$ cat config.mk
export PLATFORM = sky130hd
export DESIGN_NAME = wb_gpio_ctrl_flat
export DESIGN_NICKNAME = d
export VERILOG_FILES = /design/src/rtl/wb_gpio_pkg.sv /design/src/rtl/wb_gpio_ctrl_if.sv /design/src/rtl/gpio_sync_edge.sv /design/src/rtl/wb_gpio_ctrl.sv /design/src/flat_wrapper.sv
export SDC_FILE = /design/constraint.sdc
export NUM_CORES = 1
export LEC_CHECK = 0
export CORE_MARGIN = 2
export CORE_UTILIZATION = 50
export CTS_CLUSTER_SIZE = 40
export DETAILED_ROUTE_END_ITERATION = 8
export PLACE_DENSITY = 0.91
export SLEW_MARGIN = 10
export SYNTH_ARGS = -nofsm -noshare
export SYNTH_HDL_FRONTEND = slang
export SYNTH_SLANG_ARGS = --single-unit
$ cat constraint.sdc
create_clock -name wb_clk_i -period 2.5 [get_ports wb_clk_i]
set_input_delay 0.5 -clock wb_clk_i [delete_from_list [all_inputs] [get_ports wb_clk_i]]
set_output_delay 0.5 -clock wb_clk_i [all_outputs]
set_load 0.02 [all_outputs]
$ cat src/rtl/wb_gpio_pkg.sv
// Shared constants and types for the Wishbone GPIO controller.
// Register offsets, decode width and the register-select enum.
package wb_gpio_pkg;

  localparam int OFS_W = 8;

  localparam logic [OFS_W-1:0] OFS_OUT     = 8'h00;
  localparam logic [OFS_W-1:0] OFS_OEB     = 8'h04;
  localparam logic [OFS_W-1:0] OFS_IN      = 8'h08;
  localparam logic [OFS_W-1:0] OFS_RISE_EN = 8'h0C;
  localparam logic [OFS_W-1:0] OFS_FALL_EN = 8'h10;
  localparam logic [OFS_W-1:0] OFS_STATUS  = 8'h14;

  typedef enum logic [2:0] {
    REG_OUT,
    REG_OEB,
    REG_IN,
    REG_RISE_EN,
    REG_FALL_EN,
    REG_STATUS,
    REG_NONE
  } reg_sel_e;

  typedef enum logic {
    ST_IDLE,
    ST_ACK
  } ack_state_e;

  // Misaligned offsets fall through to REG_NONE and behave as unmapped.
  function automatic reg_sel_e decodeReg(input logic hit, input logic [OFS_W-1:0] ofs);
    reg_sel_e selVal;
    selVal = REG_NONE;
    if (hit) begin
      case (ofs)
        OFS_OUT:     selVal = REG_OUT;
        OFS_OEB:     selVal = REG_OEB;
        OFS_IN:      selVal = REG_IN;
        OFS_RISE_EN: selVal = REG_RISE_EN;
        OFS_FALL_EN: selVal = REG_FALL_EN;
        OFS_STATUS:  selVal = REG_STATUS;
        default:     selVal = REG_NONE;
      endcase
    end
    return selVal;
  endfunction

endpackage

$ cat src/rtl/wb_gpio_ctrl_if.sv
// Wishbone-B4 classic slave bus bundle used between the wrapper and the GPIO block.
interface wb_gpio_ctrl_if;

  logic        wbs_cyc_i;
  logic        wbs_stb_i;
  logic        wbs_we_i;
  logic [3:0]  wbs_sel_i;
  logic [31:0] wbs_adr_i;
  logic [31:0] wbs_dat_i;
  logic        wbs_ack_o;
  logic [31:0] wbs_dat_o;

  modport slave (
    input  wbs_cyc_i, wbs_stb_i, wbs_we_i, wbs_sel_i, wbs_adr_i, wbs_dat_i,
    output wbs_ack_o, wbs_dat_o
  );

  modport master (
    output wbs_cyc_i, wbs_stb_i, wbs_we_i, wbs_sel_i, wbs_adr_i, wbs_dat_i,
    input  wbs_ack_o, wbs_dat_o
  );

endinterface

$ cat src/rtl/gpio_sync_edge.sv
// Multi-stage synchronizer for asynchronous pad inputs, plus a history flop
// used to detect rising and falling edges on the synchronized value.
module gpio_sync_edge #(
  parameter int WIDTH  = 16,
  parameter int STAGES = 2
) (
  input  logic             i_clk,
  input  logic             i_rst_n,
  input  logic [WIDTH-1:0] i_async,
  output logic [WIDTH-1:0] o_sync,
  output logic [WIDTH-1:0] o_rise,
  output logic [WIDTH-1:0] o_fall
);

  logic [WIDTH-1:0] r_chain [STAGES];
  logic [WIDTH-1:0] r_prev;

  always_ff @(posedge i_clk or negedge i_rst_n) begin
    if (!i_rst_n) begin
      for (int s = 0; s < STAGES; s++) r_chain[s] <= '0;
      r_prev <= '0;
    end else begin
      r_chain[0] <= i_async;
      for (int s = 1; s < STAGES; s++) r_chain[s] <= r_chain[s-1];
      r_prev <= r_chain[STAGES-1];
    end
  end

  assign o_sync = r_chain[STAGES-1];
  assign o_rise = o_sync & ~r_prev;
  assign o_fall = ~o_sync & r_prev;

endmodule

$ cat src/rtl/wb_gpio_ctrl.sv
// Wishbone-B4 classic GPIO slave: output data/enable registers, synchronized
// input sampling, per-pin edge status with W1C clear, and a level interrupt.
module wb_gpio_ctrl
  import wb_gpio_pkg::*;
#(
  parameter int          NUM_IO      = 16,
  parameter logic [31:0] BASE_ADDR   = 32'h3000_0000,
  parameter int          SYNC_STAGES = 2
) (
  input  logic              wb_clk_i,
  input  logic              wb_rst_ni,
  wb_gpio_ctrl_if.slave     wbs,
  input  logic [NUM_IO-1:0] gpio_in,
  output logic [NUM_IO-1:0] gpio_out,
  output logic [NUM_IO-1:0] gpio_oeb,
  output logic              irq_o
);

  ack_state_e        r_state;
  logic [NUM_IO-1:0] r_out;
  logic [NUM_IO-1:0] r_oeb;
  logic [NUM_IO-1:0] r_riseEn;
  logic [NUM_IO-1:0] r_fallEn;
  logic [NUM_IO-1:0] r_status;
  logic              r_irq;
  logic [31:0]       r_dat;

  logic              w_hit;
  logic              w_req;
  logic              w_wr;
  reg_sel_e          w_regSel;
  logic [31:0]       w_sel32;
  logic [NUM_IO-1:0] w_bmask;
  logic [NUM_IO-1:0] w_wdat;
  logic [NUM_IO-1:0] w_sync;
  logic [NUM_IO-1:0] w_rise;
  logic [NUM_IO-1:0] w_fall;
  logic [NUM_IO-1:0] w_set;
  logic [NUM_IO-1:0] w_clr;
  logic [31:0]       w_rdata;
  logic              w_unused;

  gpio_sync_edge #(
    .WIDTH  (NUM_IO),
    .STAGES (SYNC_STAGES)
  ) u_sync (
    .i_clk   (wb_clk_i),
    .i_rst_n (wb_rst_ni),
    .i_async (gpio_in),
    .o_sync  (w_sync),
    .o_rise  (w_rise),
    .o_fall  (w_fall)
  );

  assign w_hit    = (wbs.wbs_adr_i[31:8] == BASE_ADDR[31:8]);
  assign w_req    = wbs.wbs_cyc_i & wbs.wbs_stb_i & (r_state == ST_IDLE);
  assign w_wr     = w_req & wbs.wbs_we_i;
  assign w_regSel = decodeReg(w_hit, wbs.wbs_adr_i[OFS_W-1:0]);
  assign w_sel32  = {{8{wbs.wbs_sel_i[3]}}, {8{wbs.wbs_sel_i[2]}},
                     {8{wbs.wbs_sel_i[1]}}, {8{wbs.wbs_sel_i[0]}}};
  assign w_bmask  = w_sel32[NUM_IO-1:0];
  assign w_wdat   = wbs.wbs_dat_i[NUM_IO-1:0];
  assign w_unused = ^{wbs.wbs_dat_i, w_sel32};

  assign w_set = (w_rise & r_riseEn) | (w_fall & r_fallEn);
  assign w_clr = (w_wr && (w_regSel == REG_STATUS)) ? (w_wdat & w_bmask) : '0;

  function automatic logic [NUM_IO-1:0] mergeBytes(input logic [NUM_IO-1:0] oldVal,
                                                    input logic [NUM_IO-1:0] newVal,
                                                    input logic [NUM_IO-1:0] mask);
    return (oldVal & ~mask) | (newVal & mask);
  endfunction

  always_comb begin
    w_rdata = '0;
    case (w_regSel)
      REG_OUT:     w_rdata[NUM_IO-1:0] = r_out;
      REG_OEB:     w_rdata[NUM_IO-1:0] = r_oeb;
      REG_IN:      w_rdata[NUM_IO-1:0] = w_sync;
      REG_RISE_EN: w_rdata[NUM_IO-1:0] = r_riseEn;
      REG_FALL_EN: w_rdata[NUM_IO-1:0] = r_fallEn;
      REG_STATUS:  w_rdata[NUM_IO-1:0] = r_status;
      default:     w_rdata = '0;
    endcase
  end

  // Status update puts the set term last so a same-cycle edge beats a W1C clear.
  always_ff @(posedge wb_clk_i or negedge wb_rst_ni) begin
    if (!wb_rst_ni) begin
      r_state  <= ST_IDLE;
      r_out    <= '0;
      r_oeb    <= '1;
      r_riseEn <= '0;
      r_fallEn <= '0;
      r_status <= '0;
      r_irq    <= 1'b0;
      r_dat    <= '0;
    end else begin
      case (r_state)
        ST_IDLE: if (w_req) r_state <= ST_ACK;
        ST_ACK:  r_state <= ST_IDLE;
        default: r_state <= ST_IDLE;
      endcase

      r_dat <= (w_req && !wbs.wbs_we_i) ? w_rdata : '0;

      if (w_wr) begin
        case (w_regSel)
          REG_OUT:     r_out    <= mergeBytes(r_out, w_wdat, w_bmask);
          REG_OEB:     r_oeb    <= mergeBytes(r_oeb, w_wdat, w_bmask);
          REG_RISE_EN: r_riseEn <= mergeBytes(r_riseEn, w_wdat, w_bmask);
          REG_FALL_EN: r_fallEn <= mergeBytes(r_fallEn, w_wdat, w_bmask);
          default: ;
        endcase
      end

      r_status <= (r_status & ~w_clr) | w_set;
      r_irq    <= |r_status;
    end
  end

  assign wbs.wbs_ack_o = (r_state == ST_ACK);
  assign wbs.wbs_dat_o = r_dat;
  assign gpio_out      = r_out;
  assign gpio_oeb      = r_oeb;
  assign irq_o         = r_irq;

endmodule

$ cat src/flat_wrapper.sv
// flat-port wrapper written by rule: the top's interface ports become plain ports
module wb_gpio_ctrl_flat import wb_gpio_pkg::*;
#(
  parameter int          NUM_IO      = 16,
  parameter logic [31:0] BASE_ADDR   = 32'h3000_0000,
  parameter int          SYNC_STAGES = 2
)
  (wb_clk_i, wb_rst_ni, gpio_in, gpio_out, gpio_oeb, irq_o, wbs_wbs_cyc_i, wbs_wbs_stb_i, wbs_wbs_we_i, wbs_wbs_sel_i, wbs_wbs_adr_i, wbs_wbs_dat_i, wbs_wbs_ack_o, wbs_wbs_dat_o);
  wb_gpio_ctrl_if wbs_i ();
  input  logic wb_clk_i;
  input  logic wb_rst_ni;
  input  logic [NUM_IO-1:0] gpio_in;
  output logic [NUM_IO-1:0] gpio_out;
  output logic [NUM_IO-1:0] gpio_oeb;
  output logic irq_o;
  input wire logic [$bits(wbs_i.wbs_cyc_i)-1:0] wbs_wbs_cyc_i;
  input wire logic [$bits(wbs_i.wbs_stb_i)-1:0] wbs_wbs_stb_i;
  input wire logic [$bits(wbs_i.wbs_we_i)-1:0] wbs_wbs_we_i;
  input wire logic [$bits(wbs_i.wbs_sel_i)-1:0] wbs_wbs_sel_i;
  input wire logic [$bits(wbs_i.wbs_adr_i)-1:0] wbs_wbs_adr_i;
  input wire logic [$bits(wbs_i.wbs_dat_i)-1:0] wbs_wbs_dat_i;
  output wire logic [$bits(wbs_i.wbs_ack_o)-1:0] wbs_wbs_ack_o;
  output wire logic [$bits(wbs_i.wbs_dat_o)-1:0] wbs_wbs_dat_o;
  assign wbs_i.wbs_cyc_i = wbs_wbs_cyc_i;
  assign wbs_i.wbs_stb_i = wbs_wbs_stb_i;
  assign wbs_i.wbs_we_i = wbs_wbs_we_i;
  assign wbs_i.wbs_sel_i = wbs_wbs_sel_i;
  assign wbs_i.wbs_adr_i = wbs_wbs_adr_i;
  assign wbs_i.wbs_dat_i = wbs_wbs_dat_i;
  assign wbs_wbs_ack_o = wbs_i.wbs_ack_o;
  assign wbs_wbs_dat_o = wbs_i.wbs_dat_o;
  wb_gpio_ctrl #(.NUM_IO(NUM_IO), .BASE_ADDR(BASE_ADDR), .SYNC_STAGES(SYNC_STAGES)) u_core (.wb_clk_i(wb_clk_i), .wb_rst_ni(wb_rst_ni), .wbs(wbs_i), .gpio_in(gpio_in), .gpio_out(gpio_out), .gpio_oeb(gpio_oeb), .irq_o(irq_o));
endmodule
== Yosys cells after proc, flatten, opt, wreduce, memory -nomap -nowiden ==
Index checks and enable logic that the tools add are counted.

* Equal/unequal tests: 11
* Mux-type cells: 7
* Bitwise gates (word level): 24
* Reduce and logical (&&, ||, !) cells: 10

{| class="wikitable"
|+ Operators with widths
! cell !! number
|-
| $and A16 B16 Y16 || 10
|-
| $or A16 B16 Y16 || 6
|-
| $pmux W16 S6 || 1
|-
| $not A16 Y16 || 4
|-
| $mux W16 || 2
|-
| $eq A24 B22 Y1 const B || 1
|-
| $pmux W3 S6 || 1
|-
| $eq A8 B4 Y1 const B || 2
|-
| $eq A8 B5 Y1 const B || 2
|-
| $reduce_or A16 Y1 || 1
|-
| $eq A8 B3 Y1 const B || 1
|-
| $logic_not A8 Y1 || 1
|-
| $reduce_and A2 Y1 || 4
|-
| $eq A3 B2 Y1 const B || 2
|-
| $eq A3 B3 Y1 const B || 2
|-
| $and A1 B1 Y1 || 3
|-
| $eq A3 B1 Y1 const B || 1
|-
| $logic_not A3 Y1 || 1
|-
| $mux W3 || 1
|-
| $logic_and A1 B1 Y1 || 2
|-
| $pmux W1 S2 || 1
|-
| $logic_not A1 Y1 || 1
|-
| $mux W1 || 1
|-
| $not A1 Y1 || 1
|}

* Flip-flop bits (word level): 162
* Input port bits: 89
* Output and inout port bits: 66
* Word-level logic and storage cells: 63

== Logic depth before layout (Yosys ltp) ==
* Depth after elaboration: 9
* Mapped depth: 7
* Gate-level depth less buffers: 4

== Cells and area by module ==
A second synthesis with hierarchy kept.

* Cell total of the unflattened synthesis: 496
* Area, all modules: 6,658.9 µm²

{| class="wikitable"
|+ Modules (own cells, without submodules)
! module !! times used !! cells an instance !! area an instance (µm²) !! seq. area each (µm²)
|-
| wb_gpio_ctrl || 1 || 400 || 5,057.4 || 2,472.4
|-
| gpio_sync_edge || 1 || 96 || 1,601.5 || 1,201.2
|}

== Least setup slack after synthesis ==
No wires, ideal clock.

* Path type: input -> register
* From: input wbs_wbs_adr_i[27]
* To: register with a tool-made name
* Library setup time: 0.125 ns
* Arrival: 1.966 ns
* Data required time: 2.375 ns
* Slack: 0.410 ns
* Cell stages on the path: 5
* Buffers on the path: 1
* Cells stage by stage: nor4b_1 nand4_1 buf_4 nor4_4 mux2_2

{| class="wikitable"
|+ RTL lines
! element !! RTL line !! text
|-
| start, declared || flat_wrapper.sv:20 || <nowiki>input wire logic [$bits(wbs_i.wbs_adr_i)-1:0] wbs_wbs_adr_i;</nowiki>
|}

==> flow_summary.json <==
{
  "async_flop_share": 1.000,
  "clk_pin_slew_ns": 0.06,
  "synth_top_area_cell": "dfrtp_1",
  "status": "finished clean",
  "hold_class": "flop to flop",
  "drtIter0Drc": 277,
  "whs_ns": 0.3461,
  "yosysWarnings": 0,
  "fp.dieW_um": 116.4,
  "wl_per_cell_um": 20.75,
  "overflow": 0,
  "synth.most_common_cell": "dfrtp_1",
  "ant_nets": 0,
  "dp_hpwl_mm": 10.71,
  "grt_pass1_vias": 4805,
  "grt_usage": 0.2504,
  "antenna_found_initial": 0,
  "clk_latency_ns": 0.42,
  "finish.utilization": 0.6836,
  "cp.required_ns": 2.81,
  "ioPinCount": 155,
  "nFillCells": 804,
  "fin_crit_ns": 2.192,
  "worstRegToRegCells": 6,
  "syn2layout_area_growth_pct": 35.00,
  "skew_ns": 0.006371,
  "max_slew.worst_pin.slew_ns": 0.8934,
  "fin_nets": 702,
  "pre_cts_ws_ns": -0.2999,
  "numCtsBuffers": 17,
  "synth_area_leaders": "dfrtp_1 (52%), mux2_2 (17%), dfstp_2 (6.7%)",
  "setup_ws_ns": 0.3082,
  "critical_path_arrival_ns": 2.50,
  "syn_avg_cell_area_um2": 13.75,
  "grt_pass1_wl_mm": 25.25,
  "leakage_nw": 3.825,
  "drt-total-wl_mm": 16.56,
  "start_kind": "input pin",
  "post_cts.repair.setup_buffers": 0,
  "synth_ff_type": "dfrtp_1",
  "slew_viol_final": 0,
  "viasPerCell": 5.767,
  "htree_levels": 4,
  "ys_ff_latch": 146,
  "cts.path.max_buffers": 2,
  "io_buffers": 120,
  "firstDrtPassIters": 5,
  "clockRootBuffer": "clkbuf_16",
  "die_y_um": 116.4,
  "drc": 0,
  "synth.cell_area_um2": 6312,
  "num_rows": 41,
  "rsz0062_at_grt": "no",
  "drv_cap": 0,
  "netlist_top_cells_count": "dfrtp_1 (130), mux2_2 (94), nand2_1 (32), nand3b_1 (31), a2bb2oi_1 (29)",
  "cts_sinks": 146,
  "fp.coreArea_um2": 12470,
  "synth_cells": 459,
  "clock.fmax_ghz": 0.4562,
  "grt_max_degree": 52,
  "path_class": "input pin to flop",
  "ys_types": 35,
  "synth.top_cell.area_share": 0.5154,
  "worst-r2r-setup-slack_ns": 0.64,
  "initial_utilization": 0.5064,
  "num_vias": 4602,
  "die_area_um2": 13540,
  "place_congestion": 0.8662,
  "vdd_drop_max_mv": 0.3880,
  "holdPathStages": 0,
  "synth_edf_count": 0,
  "crit_path_end_kind": "flop",
  "hold_viol_final": 0,
  "period_share": 0.8767,
  "relSlewSlack": 0.4038,
  "cts_tree": "built",
  "antennaDiodeCount": 0,
  "critPathMaxFanout": 11,
  "power.density_nw_per_um2": 609.7,
  "fin_total_pwr_w": 0.005196,
  "setup_viol": 0,
  "drive_gt1_frac": 0.3003,
  "seq_area_frac_synth": 0.5820
}
## report_power, final
part / leakage, nW / total (W) / switching [W] / internal [W]
logic: 1.69 / 0.000324 / 0.000164 / 0.000160
clock network: 0.271 / 0.00244 / 0.000981 / 0.00146
registers: 1.86 / 0.00243 / 0.0000262 / 0.00241
## through the flow
step	cell area, um^2	instances	TNS [ns]
detailed placement	7939	765	-10.30
floorplan	6369	474	0
global route	8522	798	0
finish	8522	798	0
global placement	7939	765	-7.448
CTS	8519	798	0
## critical path, stage by stage
cell,delay (ns)
clkdlybuf4s50_1,0.40
nor4b_1,0.35
nand4_1,0.14
buf_4,0.25
nor4_4,0.35
buf_12,0.17
mux2_2,0.34
## worst paths after layout
kind | from | end
worst max-delay path | wbs_wbs_adr_i[21] | flop
worst min-delay path | u_core.u_sync.r_chain[28] | u_core.u_sync.o_sync[12]
worst max register to register | u_core.wbs.wbs_ack_o | flop
worst min register to register | u_core.u_sync.r_chain[28] | u_core.u_sync.o_sync[12]
max in group asynchronous | wb_rst_ni | asynchronous set/reset pin
min in group asynchronous | wb_rst_ni | asynchronous set/reset pin
## cell type report
cell class / instances / area [um^2] / share of cell area
repair buffers: 153 / 1560 / 0.1831
flip-flops and latches: 146 / 3674 / 0.4311
well taps: 172 / 215.2 / 0.02525
clock buffers: 18 / 429.2 / 0.05036
inverters: 1 / 3.754 / 0.0004405
multi-input cells: 294 / 2499 / 0.2932
clock inverters: 14 / 141.4 / 0.01659
## metal layers
layer,GRT usage,up-vias,wire (um)
met1,0.3082,2334,6602
met2,0.4140,237,8272
met5,0,-,0
li1,-,1997,-
met3,0.07628,34,1325
met4,0.1032,0,354
## cell families after synthesis
logic type / count (synthesis) / synth area share
AO/OA/AOI/OAI: 63 / 0.07453
buffers and inverters: 34 / 0.03151
flip-flops: 146 / 0.5820
multiplexers: 96 / 0.1728
other: 1 / 0.0005941
AND/OR/NAND/NOR: 119 / 0.1386
## placed cells by master, fill, tap and decap left out, types with 3 or more instances in the layout
cell type	count
clkinvlp_4	4
a22oi_1	15
clkbuf_16	17
clkdlybuf4s50_1	118
nor4_4	9
clkinv_4	3
buf_4	23
a2bb2oi_1	29
nand2_1	32
nand4b_1	3
nand4bb_1	3
dfrtp_1	130
and3_1	15
nor2b_1	3
mux2_2	94
clkinv_2	5
buf_12	9
a21oi_1	15
nand3b_1	31
conb_1	16
nor4_1	8
dfstp_2	16
## repair_timing
item,CTS,global route
hold buffers,1,0
gates resized for setup,0,0
endpoints found under the hold margin,32,0
No activity file was read; power rests on OpenSTA's default activity.
==> RTL change (same settings) <==
`SYNC_STAGES` is set to 2 in 2 places; all go to 4.
--- a/src/rtl/wb_gpio_ctrl.sv
+++ b/src/rtl/wb_gpio_ctrl.sv
@@ -5,7 +5,7 @@
 #(
   parameter int          NUM_IO      = 16,
   parameter logic [31:0] BASE_ADDR   = 32'h3000_0000,
-  parameter int          SYNC_STAGES = 2
+  parameter int          SYNC_STAGES = 4
 ) (
   input  logic              wb_clk_i,
   input  logic              wb_rst_ni,
--- a/src/flat_wrapper.sv
+++ b/src/flat_wrapper.sv
@@ -3,7 +3,7 @@
 #(
   parameter int          NUM_IO      = 16,
   parameter logic [31:0] BASE_ADDR   = 32'h3000_0000,
-  parameter int          SYNC_STAGES = 2
+  parameter int          SYNC_STAGES = 4
 )
   (wb_clk_i, wb_rst_ni, gpio_in, gpio_out, gpio_oeb, irq_o, wbs_wbs_cyc_i, wbs_wbs_stb_i, wbs_wbs_we_i, wbs_wbs_sel_i, wbs_wbs_adr_i, wbs_wbs_dat_i, wbs_wbs_ack_o, wbs_wbs_dat_o);
   wb_gpio_ctrl_if wbs_i ();
Function: changed (Yosys sat finds a counterexample within 4 cycles, from zero or initial values and one cycle with wb_rst_ni low).
==> RTL change against the original RTL <==
Sequential cell count grew 32. Total power rose by 21%. Final cell count increased by 5.0%. Global-route usage decreased by 0.62 points. Routed wire length rose by 5.9%. Count of clock-buffer cells in the layout rose by 5. Final area grew 11%. Die area is 12% higher. Highest routed layer unchanged. Clock power grew 21%. Area after synthesis rose by 13%. Worst setup slack better by 0.036 ns.
==> RTL change: results (changes against the original RTL) <==
post-DP HPWL=11.5 mm (+7.5%); CTS Buffer Depth=2 (unchanged); synth unique cells=35 (unchanged); placed insts=806 (+5.4%); CP Launch Point=wbs_wbs_adr_i[27]; via/cell ratio=5.82 (+0.98%); crit path DAT=2.47 ns (-0.03 ns); crit-path leading delay family=buffers and inverters; total routed wirelength=17.5 mm (+5.9%); placed instance area=0.00879 mm² (+11%); number of global-route vias before repair=5148 (+7.1%); routed via count=4880 (+6.0%); Pleak=4.26 nW (+11%); post-cts sizing count=0 (unchanged); FFs w/ async S/R, synth=100% (unchanged); Slew @ Worst Pin=0.876 ns (-0.0175 ns); sequential fraction of the synthesis area=62.9% (+4.7 points); status=completed; Worst R2R Setup Slack=0.62 ns (-0.02 ns); largest net degree at the start of global routing=57 (+9.6%); first-pass GRT wire length=27.5 mm (+8.9%); max incr delay on CP=0.40 ns (about the same); Skew-Pair Late Insertion Delay=approximately 0.43 ns; Post-Route Skew=0.00999 ns (+0.00362 ns); Final #Nets=734 (+4.6%); layout cells sized above 1=28.6% (-1.5 points); Post-synth top cells=162 x dfrtp_1, 94 x mux2_2, 32 x nand2_1; initial antenna violation count=0 (unchanged); worst min path class=in2async; top cells by area, synth=dfrtp_1 57%, mux2_2 15%, dfstp_2 5.9%; top achievable clock speed=464 MHz (+1.7%); RePlAce Congestion=0.829 (-4.3%); 1st-iter DRT viols=448 (+62%); gr usage total=24.4% (-0.62 points); syn avg cell area=14.5 µm² (+5.3%); Worst IR Drop VDD=0.000406 V (+4.5%); Setup WS pre-CTS=-0.200 ns (+0.0997 ns)
RTL change: changes by cell type after synthesis, sizes merged:
cell   before  now
dfrtp     130  162
RTL change: power by group:
part / switching [mW] / internal (mW) / total [mW]
logic: 0.172 / 0.163 / 0.334
clock network: 1.07 / 1.88 / 2.95
registers: 0.0341 / 2.95 / 2.98
RTL change: worst min path at each step:
stage                         startpoint                         end  slack (ns)  cells after the start
3_5_place_dp   u_core.u_sync.r_chain[20]     u_core.u_sync.o_sync[4]        0.33                      0
4_1_cts                        wb_rst_ni    u_core.wbs.wbs_dat_o[13]        0.05                      1
2_1_floorplan                  wb_rst_ni  asynchronous set/reset pin        0.20                      0
3_3_place_gp   u_core.u_sync.r_chain[61]   u_core.u_sync.r_chain[45]        0.33                      0
6_report                       wb_rst_ni    u_core.wbs.wbs_dat_o[13]        0.04                      1
5_1_grt                        wb_rst_ni   u_core.u_sync.r_chain[63]        0.06                      1
RTL change: through the flow:
step	hold WS, ns	utilization [%]
after global placement	0.331	63.4
final	0.0363	68.2
after detailed placement	0.335	63.4
after CTS	0.0469	68.1
after global routing	0.0635	68.2
after floorplan	0.204	-
RTL change: final cells by class:
type | count | area, µm²
Tap cell | 180 | 225
Clock inverter | 9 | 175
Timing Repair Buffer | 153 | 1600
Sequential cell | 178 | 4470
Fill cell | 879 | 4420
Multi-Input combinational cell | 294 | 2500
Inverter | 1 | 3.75
Clock buffer | 23 | 488
RTL change: cell families after synthesis:
| logic type | share of synthesized area (%) |
|---|---|
| other | 0.0527 |
| muxes | 15.3 |
| AOI/OAI and AO/OA | 6.61 |
| and+or+nand+nor | 12.3 |
| DFF | 62.9 |
| buffers and inverters | 2.80 |
RTL change: layer usage:
metal	GRT usage, %	routed length [µm]
met1	31.1	6960
met4	10.8	394
met3	7.15	1520
met2	39.0	8650
met5	0	0
